===== src/rtl/int_tx_pkg.sv =====
// rtl/int_tx_pkg.sv - shared state encodings, ASCII constants and widths for int_tx
package int_tx_pkg;

  localparam int DATA_W = 8;

  localparam logic [DATA_W-1:0] ASCII_ZERO  = 8'h30;
  localparam logic [DATA_W-1:0] ASCII_MINUS = 8'h2D;
  localparam logic [DATA_W-1:0] ASCII_CR    = 8'h0D;

  typedef enum logic [2:0] {
    ST_IDLE  = 3'd0,
    ST_CONV  = 3'd1,
    ST_SIGN  = 3'd2,
    ST_HUND  = 3'd3,
    ST_TENS  = 3'd4,
    ST_UNITS = 3'd5,
    ST_TERM  = 3'd6
  } tx_state_t;

endpackage


===== src/rtl/int_tx_bin_to_bcd.sv =====
// rtl/int_tx_bin_to_bcd.sv - sequential shift-add-3 binary to BCD converter, 8-cycle latency
module bin_to_bcd
  import int_tx_pkg::*;
(
  input  logic              clk,
  input  logic              rst,
  input  logic              start,
  input  logic [DATA_W-1:0] bin,
  output logic              done,
  output logic [3:0]        hund,
  output logic [3:0]        tens,
  output logic [3:0]        units
);

  // {hundreds, tens, units, binary} working register
  logic [19:0] sh_q;
  logic [19:0] adj;
  logic [19:0] sh_step;
  logic [2:0]  cnt_q;
  logic        busy_q;

  // One double-dabble step: correct any BCD digit >= 5, then shift left
  always_comb begin
    adj = sh_q;
    if (adj[11:8]  >= 4'd5) adj[11:8]  = adj[11:8]  + 4'd3;
    if (adj[15:12] >= 4'd5) adj[15:12] = adj[15:12] + 4'd3;
    if (adj[19:16] >= 4'd5) adj[19:16] = adj[19:16] + 4'd3;
    sh_step = {adj[18:0], 1'b0};
  end

  // Load on start, then apply one step per cycle for eight cycles
  always_ff @(posedge clk or posedge rst) begin
    if (rst) begin
      sh_q   <= '0;
      cnt_q  <= '0;
      busy_q <= 1'b0;
    end else if (start) begin
      sh_q   <= {12'd0, bin};
      cnt_q  <= '0;
      busy_q <= 1'b1;
    end else if (busy_q) begin
      sh_q  <= sh_step;
      cnt_q <= cnt_q + 3'd1;
      if (cnt_q == 3'd7) busy_q <= 1'b0;
    end
  end

  // done marks the cycle whose edge commits the final step
  assign done  = busy_q && (cnt_q == 3'd7);
  assign hund  = sh_q[19:16];
  assign tens  = sh_q[15:12];
  assign units = sh_q[11:8];

endmodule


===== src/rtl/int_tx.sv =====
// rtl/int_tx.sv - sends a result byte as ASCII decimal plus terminator into a TX FIFO (INT_TX_SIGNED_EN: two's complement)
module int_tx
  import int_tx_pkg::*;
#(
  parameter logic [DATA_W-1:0] TERM = ASCII_CR
) (
  input  logic              CLK,
  input  logic              RESET,
  input  logic              START,
  input  logic [DATA_W-1:0] RESULT,
  input  logic              FIFO_full,
  output logic [DATA_W-1:0] data_out,
  output logic              WR_FIFO,
  output logic              BUSY,
  output logic              DONE,
  output logic [2:0]        STATE
);

`ifdef INT_TX_SIGNED_EN
  localparam bit SIGNED_EN = 1'b1;
`else
  localparam bit SIGNED_EN = 1'b0;
`endif

  tx_state_t         state_q, state_d;
  logic              neg_q;
  logic              done_q;
  logic              accept;
  logic [DATA_W-1:0] mag;
  logic              cvt_done;
  logic [3:0]        hund, tens, units;

  // 8'h80 negates to itself, which reads correctly as 128 unsigned
  assign mag = (SIGNED_EN && RESULT[7]) ? (8'd0 - RESULT) : RESULT;

  bin_to_bcd u_bcd (
    .clk   (CLK),
    .rst   (RESET),
    .start (accept),
    .bin   (mag),
    .done  (cvt_done),
    .hund  (hund),
    .tens  (tens),
    .units (units)
  );

  // Next-state and FIFO write decode; emitting states hold while the FIFO is full
  always_comb begin
    state_d  = state_q;
    data_out = '0;
    WR_FIFO  = 1'b0;
    accept   = 1'b0;
    case (state_q)
      ST_IDLE: begin
        // The DONE cycle is excluded so a back-to-back START is not taken
        if (START && !done_q) begin
          accept  = 1'b1;
          state_d = ST_CONV;
        end
      end
      ST_CONV: begin
        if (cvt_done) state_d = ST_SIGN;
      end
      ST_SIGN: begin
        if (SIGNED_EN && neg_q) begin
          data_out = ASCII_MINUS;
          WR_FIFO  = !FIFO_full;
          if (!FIFO_full) state_d = ST_HUND;
        end else begin
          state_d = ST_HUND;
        end
      end
      ST_HUND: begin
        if (hund != 4'd0) begin
          data_out = ASCII_ZERO + {4'd0, hund};
          WR_FIFO  = !FIFO_full;
          if (!FIFO_full) state_d = ST_TENS;
        end else begin
          state_d = ST_TENS;
        end
      end
      ST_TENS: begin
        if ((hund != 4'd0) || (tens != 4'd0)) begin
          data_out = ASCII_ZERO + {4'd0, tens};
          WR_FIFO  = !FIFO_full;
          if (!FIFO_full) state_d = ST_UNITS;
        end else begin
          state_d = ST_UNITS;
        end
      end
      ST_UNITS: begin
        data_out = ASCII_ZERO + {4'd0, units};
        WR_FIFO  = !FIFO_full;
        if (!FIFO_full) state_d = ST_TERM;
      end
      ST_TERM: begin
        data_out = TERM;
        WR_FIFO  = !FIFO_full;
        if (!FIFO_full) state_d = ST_IDLE;
      end
      default: state_d = ST_IDLE;
    endcase
  end

  // State, latched sign and the DONE pulse following the terminator write
  always_ff @(posedge CLK or posedge RESET) begin
    if (RESET) begin
      state_q <= ST_IDLE;
      neg_q   <= 1'b0;
      done_q  <= 1'b0;
    end else begin
      state_q <= state_d;
      done_q  <= (state_q == ST_TERM) && !FIFO_full;
      if (accept) neg_q <= SIGNED_EN && RESULT[7];
    end
  end

  assign BUSY  = (state_q != ST_IDLE);
  assign DONE  = done_q;
  assign STATE = state_q;

endmodule


===== config.mk =====
export PLATFORM = sky130hd
export DESIGN_NAME = int_tx
export DESIGN_NICKNAME = d
export VERILOG_FILES = /design/src/rtl/int_tx_pkg.sv /design/src/rtl/int_tx_bin_to_bcd.sv /design/src/rtl/int_tx.sv
export SDC_FILE = /design/constraint.sdc
export NUM_CORES = 1
export LEC_CHECK = 0
export ABC_AREA = 1
export CORE_AREA = 2 2 79 81
export CTS_CLUSTER_DIAMETER = 150
export CTS_CLUSTER_SIZE = 8
export DETAILED_ROUTE_END_ITERATION = 8
export DIE_AREA = 0 0 81 83
export GPL_ROUTABILITY_DRIVEN = 0
export PLACE_DENSITY = 0.48
export SLEW_MARGIN = 25
export SYNTH_ARGS = -nofsm -noshare
export SYNTH_HDL_FRONTEND = slang
export SYNTH_SLANG_ARGS = --single-unit

===== constraint.sdc =====
create_clock -name CLK -period 1.9 [get_ports CLK]
set_input_delay 0.38 -clock CLK [delete_from_list [all_inputs] [get_ports CLK]]
set_output_delay 0.38 -clock CLK [all_outputs]
set_load 0.05 [all_outputs]

# After elaboration in Yosys (flattened, before gate mapping)
# Index checks and enable logic that the tools add are counted.
[word_totals]
regBits = 28
input_bits = 12
elab_cells = 68
[classes]
n_addsub = 7
n_lt_le_gt_ge = 3
eq_ne = 13
muxes = 27
reduce_logical = 13
[op_table]
columns = ["op", "n"]
rows = [
  ["$mux W20", 2],
  ["$mux W3", 11],
  ["$pmux W7 S4", 1],
  ["$add A6 B4 Y7 const A", 3],
  ["$pmux W3 S7", 1],
  ["$mux W7", 2],
  ["$eq A3 B3 Y1 const B", 4],
  ["$ge A4 B3 Y1 const B", 3],
  ["$add A4 B2 Y4 const B", 2],
  ["$mux W4", 2],
  ["$ne A2 B2 Y1 const B", 4],
  ["$reduce_bool A4 Y1", 2],
  ["$mux W1", 7],
  ["$eq A3 B2 Y1 const B", 2],
  ["$ne A3 B3 Y1 const B", 2],
  ["$reduce_and A6 Y1", 1],
  ["$add A3 B1 Y3 const B", 1],
  ["$add A3 B2 Y3 const B", 1],
  ["$eq A3 B1 Y1 const B", 1],
  ["$logic_and A1 B1 Y1", 3],
  ["$logic_not A3 Y1", 1],
  ["$pmux W1 S3", 1],
  ["$reduce_bool A3 Y1", 1],
  ["$logic_not A1 Y1", 2],
  ["3 further kinds", 3],
]

# Depth between registers and ports, before layout
[depth]
ltp_word = 5
depth_mapped = 10
mapped_depth_nobuf = 9

# Modules after synthesis
# Synthesis repeated with hierarchy kept, for this count alone.
[hier_totals]
cells_unflattened = 241
hier_area_um2 = 1805.5
[by_module_without_submodules]
columns = ["module", "n_inst", "cells_each", "area_each_um2"]
rows = [
  ["bin_to_bcd", 1, 160, 1363.8],
  ["int_tx", 1, 81, 441.7],
]

# Worst setup path after synthesis
# Ideal clock, no wire load.
[synth_path]
path_type = "register to output"
from = "register state_q[1], in the netlist STATE[1]"
to = "output WR_FIFO"
t_arrival_ns = 2.060
t_required_ns = 1.520
path_slack_ns = -0.540
stages_incl_launch_ff = 8
n_path_buf = 1
path_cell_list = "dfrtp_1 buf_2 nand3_1 inv_1 nand2_1 nand2_1 inv_1 a21oi_1"
[synth_between]
elab_chain_len = 3
word_cells_on_any_way = 6
cone_classes = "eq/ne (4); mux (1); reduce/logical (1)"
[synth_rtl]
columns = ["element", "line", "source"]
rows = [
  ["start, declared", "int_tx.sv:25", "tx_state_t state_q, state_d;"],
  ["start signal, assigned", "int_tx.sv:112", "state_q <= state_d;"],
  ["$eq A3 B3 Y1", "int_tx.sv:53", "case (state_q)"],
  ["$reduce_or A2 Y1 (no line)", "-", ""],
  ["$pmux W1 S3 (*)", "int_tx.sv:53", ""],
  ["end, declared", "int_tx.sv:13", "output logic WR_FIFO,"],
]
# Every way passes the cells marked *; elsewhere a longest branch is shown, timed or not.

# Worst setup path after layout
[layout_path]
from = "register u_bcd.sh_q[16]"
to = "output WR_FIFO"
[layout_between]
elab_chain_len = 4
word_cells_on_any_way = 5
cone_classes = "mux (3); reduce/logical (2)"
[layout_rtl]
columns = ["element", "line", "source"]
rows = [
  ["start, declared", "int_tx_bin_to_bcd.sv:16", "logic [19:0] sh_q;"],
  ["start signal, assigned", "int_tx_bin_to_bcd.sv:38", "sh_q <= {12'd0, bin};"],
  ["start signal, assigned", "int_tx_bin_to_bcd.sv:42", "sh_q <= sh_step;"],
  ["$reduce_bool A4 Y1 (*)", "int_tx.sv:74, int_tx.sv:83", ""],
  ["$logic_or A1 B1 Y1", "int_tx.sv:83", "if ((hund != 4'd0) || (tens != 4'd0)) begin"],
  ["$mux W1", "int_tx.sv:83", ""],
  ["$pmux W1 S3 (*)", "int_tx.sv:53", ""],
]
# Marked as above.

==> metrics.txt <==
status finished with violations; failing checks negative setup slack; Syn Area/Cell 7.96 um2; launch point of the worst reg-to-reg path u_bcd.sh_q[16]$_DFFE_PP0P_; Vert. Die Dim 83 um; Buf/Inv on CP 3; I/O pins 26; Via density 4.69; Clock Root Buffer clkbuf_8; via count 1593; worst hold slack 0.446 ns; Crit Path Category flip-flop to output pin; count of input and output buffers 23; Hold Crit Class input pin to asynchronous set/reset pin; crit-path max cell delay 0.40 ns; vias in the first global route 1601; CTS HTree Levels 1; clock-pin slew on the worst setup and hold paths 0.11 ns; slowest CP cell dfrtp_1; Total Routing Usage GR 14.0%; Total Power 4.76 mW; count of cell types in the netlist 27; Synth top area share 40.9%; crit path launch type flip-flop; Post-synth EDFFs 0; number of diodes 0; CP Launch Point u_bcd.sh_q[16]$_DFFE_PP0P_; ordered list of cells on the worst path inv_2 -> ha_4 -> nand2_2 -> nor2_2 -> nand2_2 -> nand2_1 -> nand2_1 -> inv_2 -> a21oi_4 -> buf_12; Worst Skew 0.0131 ns; Starting Density 29.4%; drt wl/cell 12.4 um; initial antenna violation count 0; largest net degree at the start of global routing 29; total CTS buffers 3; register area share after synthesis 40.9%; peak supply drop 0.000931 V; Crit Path Max Fanout 4; DRT Wirelength 4220 um; setup ws final -0.0898 ns; Layout Area Growth over Synthesis 43.1%; fin. max-slew vios 0; post-synth top area cell dfrtp_1; Post-Syn Instances 215; die area 0.00672 mm2; Main synth FF type dfrtp_1; die width 81 um; Leak 1.18 nW; Bufs on Longest Clock Path 2; # fillers 598; post-route ant nets 0; final hold violations 0; First DRT Iteration DRCs 49; num rows 28; Post-synth top cells nand2_1, dfrtp_1, inv_1; cell area after synthesis 0.00171 mm2; Crit path required time 1.52 ns; Yosys reg bits 28; critical path depth 10; delay-heaviest family, CP flip-flops; Max Freq 503 MHz; cell with the most instances after synthesis nand2_1; Yosys warnings 0; fin nets 287; max cap viols 0; GRT Residual Overflow 0; Tcrit/Tclk final 105%; CTS Hold Buffers Added 0; proportion of layout cells with a drive suffix above 1 32.5%; Worst Path Arrival 1.61 ns; PD cells 1940 mW/mm2; Post-synth ARST share 100%; RSZ-0062 raised after global routing true; Worst-Skew Late Latency 0.29 ns; first-pass GRT wire length 7490 um; Pre-antenna DRT Iters 4; R2R depth 13; CTS tree done; Crit. End Element output pin; TritonCTS Sinks 28; DRC violations left 0; dpl hpwl 2910 um; Synth area leaders dfrtp_1, nand2_1, ha_1, inv_1, nand3_1; Core Area 0.00582 mm2; clock period minus worst slack 1.99 ns; final setup vio count 7
## timing repair
| item | CTS | global route |
|---|---|---|
| gates resized for setup | 14 | 6 |
| buffers inserted | 15 | 5 |
| setup endpoints to repair | 7 | 10 |
| pin swaps | 2 | 4 |
| cloned | 0 | 0 |
## tightest hold or removal path, delay by kind of cell
family                 cells  cell delay [ns]
buffers and inverters      3             0.78
## kinds of logic (layout without fill, tap and decap cells)
logic type / Yosys count / in the layout / synth area share, %
XOR/XNOR: 3 / 3 / 1.54
buffers and inverters: 40 / 89 / 10.6
AND/OR/NAND/NOR: 95 / 95 / 25.3
adder cells (fa/ha/maj): 9 / 9 / 6.58
flip-flops: 28 / 28 / 40.9
AO/OA/AOI/OAI: 39 / 39 / 14.8
other: 1 / 2 / 0.219
## area by class of cell
| class | instances | area (um2) | area share (%) |
|---|---|---|---|
| inverters | 31 | 116 | 4.75 |
| clock inverters | 1 | 30.0 | 1.23 |
| flip-flops and latches | 28 | 704 | 28.8 |
| repair buffers | 54 | 523 | 21.4 |
| well taps | 75 | 93.8 | 3.83 |
| clock buffers | 3 | 41.3 | 1.69 |
| multi-input cells | 148 | 940 | 38.4 |
## registers in the layout, indices dropped and copies added, names as in the netlist
register	count
DONE	1
STATE	3
u_bcd.busy_q	1
u_bcd.cnt_q	3
u_bcd.sh_q	20
## routing by layer
metal	wire, um	global-route usage (%)	vias up
met5	0	0	-
met2	1950	21.7	34
met3	175	2.39	6
li1	-	-	807
met1	2020	19.3	746
met4	80	4.93	0
## worst paths after layout
check / slack (ns) / to
min in group CLK: 0.49 / u_bcd.sh_q[0]$_DFFE_PP0P_
worst max register to register: -0.01 / STATE[0]$_DFFE_PP0P_
worst max-delay path: -0.09 / WR_FIFO
worst min-delay path: 0.45 / u_bcd.sh_q[11]$_DFFE_PP0P_
max in group asynchronous: 1.14 / STATE[1]$_DFFE_PP0P_
worst min register to register: 0.49 / u_bcd.sh_q[0]$_DFFE_PP0P_
## placed cells by master, fill, tap and decap left out, types with 6 or more instances in the layout
master	n
ha_1	8
o22ai_1	9
clkdlybuf4s50_1	11
nand2_1	53
o21ai_0	9
a21oi_1	6
buf_4	35
dfrtp_1	25
nand3_1	18
inv_2	11
inv_1	20
buf_12	6
## metrics by stage
| step | instance area [um2] | setup slack, ns | setup TNS, ns | std cells | utilization (%) |
|---|---|---|---|---|---|
| floorplan | 1810 | -0.0656 | -0.194 | 216 | - |
| global placement | 2180 | 0.101 | 0 | 316 | 37.5 |
| detailed placement | 2180 | 0.0876 | 0 | 316 | 37.5 |
| CTS | 2400 | -0.114 | -0.515 | 335 | 41.3 |
| global route | 2450 | -0.182 | -1.39 | 340 | 42.1 |
| finish | 2450 | -0.0898 | -0.382 | 340 | 42.1 |
## power breakdown
group | switching (mW) | internal [mW]
Clock | 0.206 | 0.283
Combinational | 1.82 | 1.37
Sequential | 0.199 | 0.876
(Power assumes the default switching activity.)
